### src/rtl/half_adder.sv
// half_adder: one-bit half adder with live sum/carry, a registered copy of
// both results, and a saturating count of clock edges that saw a carry.
// The combinational outputs never depend on clk or rst_n, so adder-chain
// benches can sample them immediately or use the registered copies a cycle later.

module half_adder #(
   parameter int CNT_W = 8            // carry-event counter width, 1..32
) (
   input  logic             clk,
   input  logic             rst_n,
   input  logic             x,
   input  logic             y,
   output logic             S,
   output logic             C,
   output logic             S_q,
   output logic             C_q,
   output logic [CNT_W-1:0] carry_cnt
);

   // Counter value at which counting stops instead of wrapping.
   localparam logic [CNT_W-1:0] CNT_MAX = '1;

   logic s_next;
   logic c_next;
   logic cnt_inc;

   // Gate-level sum and carry. Plain XOR/AND so an unknown input propagates
   // with normal gate semantics (0 AND X is 0, anything XOR X is X).
   assign s_next = x ^ y;
   assign c_next = x & y;
   assign S      = s_next;
   assign C      = c_next;

   // Count only a definite carry; an unknown carry must not advance the count,
   // and the all-ones value is sticky.
   assign cnt_inc = (c_next === 1'b1) && (carry_cnt != CNT_MAX);

   // Registered copy of sum and carry, cleared immediately by reset.
   always_ff @(posedge clk or negedge rst_n) begin
      if (!rst_n) begin
         S_q <= 1'b0;
         C_q <= 1'b0;
      end else begin
         S_q <= s_next;
         C_q <= c_next;
      end
   end

   // Saturating carry-event counter, cleared immediately by reset.
   always_ff @(posedge clk or negedge rst_n) begin
      if (!rst_n) begin
         carry_cnt <= '0;
      end else if (cnt_inc) begin
         carry_cnt <= carry_cnt + 1'b1;
      end
   end

endmodule

### config.mk
export PLATFORM = sky130hd
export DESIGN_NAME = half_adder
export DESIGN_NICKNAME = d
export VERILOG_FILES = /design/src/rtl/half_adder.sv
export SDC_FILE = /design/constraint.sdc
export NUM_CORES = 1
export LEC_CHECK = 0
export CAP_MARGIN = 20
export CORE_AREA = 2 2 39 41
export DETAILED_ROUTE_END_ITERATION = 8
export DIE_AREA = 0 0 41 43
export SLEW_MARGIN = 20
export SYNTH_ARGS = -nofsm -noshare
export SYNTH_HDL_FRONTEND = slang
export SYNTH_SLANG_ARGS = --single-unit
### constraint.sdc
create_clock -name clk -period 1.44 [get_ports clk]
set_input_delay 0.288 -clock clk [delete_from_list [all_inputs] [get_ports clk]]
set_output_delay 0.288 -clock clk [all_outputs]
set_load 0.01 [all_outputs]
======== Word-level counts from Yosys, hierarchy flattened ========
Index checks and enable logic that the tools add are counted.
operators by class
  add/sub/neg operators ................... 1
  eq/ne operators ......................... 2
  bitwise operators ....................... 2
  reduce and logical (&&, ||, !) cells .... 1
operators with widths
  cell                   count
  $add A8 B1 Y8 const B  1
  $ne A8 B8 Y1 const B   1
  $and A1 B1 Y1          1
  $eqx A1 B1 Y1 const B  1
  $logic_and A1 B1 Y1    1
  $xor A1 B1 Y1          1
storage, ports and cells
  register bits ........................... 10
  input bits .............................. 4
  output and inout port bits .............. 12
  logic and storage cells ................. 9

======== Longest topological paths before layout ========
  depth in word-level cells ............... 3
  mapped depth ............................ 4
  mapped depth without buffers ............ 4

======== Least setup slack after synthesis ========
OpenSTA, ideal clock, no wires.
  kind .................................... reg2reg
  start point ............................. reg carry_cnt[0]
  end point ............................... reg carry_cnt[1]
  arrival time ............................ 1.265 ns
  required time ........................... 1.312 ns
  path slack .............................. 0.047 ns
  stages on the path, launching flop included .. 5
  path buffers ............................ 0
  path through ............................ dfrtp_1 ha_1 nand4_1 o21ai_2 mux2_1
between the ends
  cells in the longest elaborated chain, start to end .. 2
  elaborated cells between the ends (all ways) .. 3
  classes of those cells .................. add/sub (1); eq/ne (1); reduce/logical (1)
ends and longest elaborated chain
  element                                                                RTL line  source
  from (decl)                                                            17        output logic [CNT_W-1:0] carry_cnt
  from (signal assigned)                                                 54        carry_cnt <= carry_cnt + 1'b1;
  parallel branches: the longest is 2 deep, another holds $add A8 B1 Y8  n/a
Parallel ways; which one is timed is not known.
A chain may end at the register's enable or synchronous reset.

======== Worst setup path in the final report ========
  start point ............................. reg C_q
  end point ............................... out C_q
RTL lines
  element                 RTL line  source
  from (decl)             16        output logic C_q,
  from (signal assigned)  45        C_q <= c_next;
No word-level cell between the ends.

==> summary by stage <==
Outcome
The run finished with clean final reports.

STA
Subtracting the final worst setup slack from the clock period gives 1392 ps. The hold violation count in the final report is 0. The tightest slew margin relative to the limit is 0.6879. Setup slack on the critical path of the routed design comes to 48.09 ps.

The number of max-slew violations in the final report is 0. Setup repair after global routing left no endpoint under its margin. The final period utilization is 0.9666. Between clock sinks in the finished design, the worst skew comes to 5.569 ps.

The final-report setup violation count is 0. At the pin with the least slew margin, the transition time is 466.7 ps. The fmax is 0.7184 GHz.

Critical path
The critical path start-end classification is flip-flop to primary output. The largest single stage delay on the critical path is 520 ps. Counting cells, the worst reg-to-reg path comes to 4. The highest fanout seen on the critical path is 1. STA classifies the critical path endpoint as a primary output. The slowest stage of the critical path belongs to the cell clkdlybuf4s50_1. The cell family contributing the most delay on the critical path is buffers and inverters. The sum of buffers and inverters on the critical path is 1.

The reg-to-reg startpoint is carry_cnt[1]. The setup slack of the worst register-to-register path is 110 ps. The endpoint identified for the worst register-to-register timing path is carry_cnt[1].

The worst setup path is launched from a flip-flop. Traced cell by cell, the critical path runs through clkdlybuf4s50_1. Data on the critical path arrives at its endpoint at 1100 ps.

The required time at the endpoint of the critical path is 1150 ps.

Synth
Of the total synthesized cell area, the portion taken by AND, OR, NAND and NOR gates is 0.1662. The top cell type by total area after synthesis is dfrtp_1. After synthesis, the most frequently instantiated cells are dfrtp_1, xnor2_1. The adder-cell share of the synthesized area is 0.05450. The portion of synthesized cell area occupied by the leading cell type is 0.5450. Counting every net in the synthesized netlist gives 44.

The yosys synthesis warning count is 0. In the post-synthesis netlist, the cell with the most instances is dfrtp_1. Summing every instance area after synthesis gives 459.2 sq um.

The flip-flop cell with the highest count after synthesis is dfrtp_1. In this run, distinct cell masters in the synthesized netlist total 21. The synthesized flop and latch total is 10. The main combinational cell family by area after synthesis is simple AND/OR/NAND/NOR gates. The gate count after technology mapping is 38.

Yosys attributes the largest share of cell area to dfrtp_1, xnor2_1, ha_1. The synthesized design contains 0 enable-type register cells. The sequential fraction of the synthesis area is 0.5450.

Of the total synthesized cell area, the portion taken by XOR and XNOR cells is 0.07629. The synthesized-area fraction occupied by ao, oa, aoi and oai cells came to 0.1008. The post-synthesis async set-or-reset flop share is 1.000. Averaged over all synthesized cells, the footprint is 12.08 sq um. The multiplexer area fraction after synthesis is 0.04905.

Clock network
The clock buffer count from CTS is 3. CTS placed an instance of clkbuf_4 at the clock tree root. TritonCTS built the clock tree. The clock insertion delay at the later pin of the skew report is 260 ps.

After clock tree synthesis, the clock-pin slew on the worst setup and hold paths is 60 ps. The count of hold-fix buffers inserted at cts is 0. The maximum buffer depth of the clock tree is 2. CTS built an H-tree with a depth of 1. Counting every sink on the clock net gives 10.

Global routing
The number of antenna violations at the first check in global routing is 0. The first global-routing pass estimated 1628 um of wire. The leftover overflow at the end of global routing is 0.

Entering global routing, the biggest net connects 11 pins. The total routing resource utilization after global routing is 0.1434. The via count of the first global-routing pass is 409.

Placement
The placement-stage worst setup slack is -364.7 ps. The total placed cells including tap cells is 75. The sum of net half-perimeters after detailed placement is 663.2 um. Port buffering added 15 buffers. Summing all placed instances gives a cell area of 674.4 sq um.

The weighted congestion reported at the end of routability-driven placement is 0.7433.

Power and ir drop
The maximum resistive drop on vdd is 0.7256 mV. The post-layout total power is 0.001147 W. In this run the power density over the cells is 1493 mW/mm^2. The total leakage power is 0.3984 nW.

Cells and area
The fraction of final layout cells sized beyond drive strength 1 is 0.3382. The repair_antennas step left the layout with diodes totalling 0. The final design instance area without fill is 768.2 sq um.

The finished layout holds 84 standard cells, fillers aside. Relative to the synthesized area, the layout overhead comes to 67.30%. The layout net count is 76.

Job
The tool flagged a number of max-cap violations equal to 0.

Die
The floorplan die height is 43 um. The number of standard-cell rows in the floorplan is 14. 16 I/O pins were placed. Measured along the x axis, the die boundary spans 41 um.

The initial core utilization is 0.3318. The die area is 0.001763 sq mm. The core area is 0.001384 sq mm.

Routing
The first detailed-routing pass ran for 4 iterations. The total detailed-routing wirelength is 998 um. In the final routed layout, each cell accounts on average for 11.88 um. Across all layers, the routed design uses 429 vias.

The number of DRC markers in iteration 0 is 8. The average via count per standard cell is 5.107. In the routed design, unresolved DRC markers number 0.

Once detail routing completed, the nets flagged for antenna violations numbered 0.

Min path
The path class of the tightest hold or removal check is input port to flip-flop. The launch instance of the worst min-delay path is y. Counting instances, the worst hold path has a depth of 2. The endpoint with the worst hold slack is S_q.
==> sequential cells by signal (all words and copies together), names as in the netlist <==
| signal | count |
|---|---|
| C_q | 1 |
| S_q | 1 |
| carry_cnt | 8 |
==> stage by stage <==
step / hold slack, ps / utilization / TNS (ps)
global route: 334.6 / 0.5552 / 0
finish: 333.9 / 0.5552 / 0
detailed placement: 529.2 / 0.4873 / -2143
global placement: 526.8 / 0.4873 / -2097
CTS: 362.6 / 0.5434 / 0
floorplan: -7.591 / - / 0
==> layout by cell type (no fill, tap or decap), types with 2 or more instances in the layout <==
cell and count:
clkdlybuf4s50_1 3, and2_1 2, xnor2_1 4, nand4_1 2
clkbuf_4 3, nand2_1 2, buf_4 12, dfrtp_1 10
a21oi_1 2, dlymetal6s2s_1 6, dlygate4sd2_1 4
==> what timing repair did <==
action,CTS,global route
resized for setup,16,8
pin swaps,1,1
setup endpoints to repair,11,9
hold endpoints to repair,0,0
buffers inserted,6,0
==> kinds of logic (layout without fill, tap and decap cells) <==
family / after synthesis / count (layout)
xor gates and xnor gates: 4 / 4
buffers and inverters: 1 / 31
DFF: 10 / 10
and+or+nand+nor: 12 / 12
adders and majority gates: 2 / 2
muxes: 2 / 2
AOI/OAI and AO/OA: 7 / 7
==> how the worst max path moves through the flow <==
stage                  from      endpoint  slack (ps)  cells after the start
2_1_floorplan  carry_cnt[0]  carry_cnt[1]          50                      4
3_3_place_gp              y             S        -370                      3
3_5_place_dp              y             S        -360                      3
4_1_cts        carry_cnt[5]  carry_cnt[5]         0.5                      1
5_1_grt                 S_q           S_q           3                      1
6_report                C_q           C_q          50                      1
==> routing by layer <==
layer,wire length [um],vias to the layer above,global-route usage
met5,0,-,0
met2,551,14,0.2125
met4,14,0,0.1400
met3,60,2,0.03141
met1,371,210,0.1544
li1,-,203,-
==> cell type report <==
cell class,instances,area [sq um]
fillers,131,615.6
repair buffers,27,246.5
clock buffers,3,22.52
well taps,16,20.02
inverters,1,3.754
multi-input cells,27,225.2
flip-flops and latches,10,250.2
==> power by group <==
part	switching (W)	internal (W)
Sequential	0.0000411	0.000366
Combinational	0.000241	0.000310
Clock	0.0000922	0.0000964
Total	0.000375	0.000772
Power figures use the tool's default switching activity.
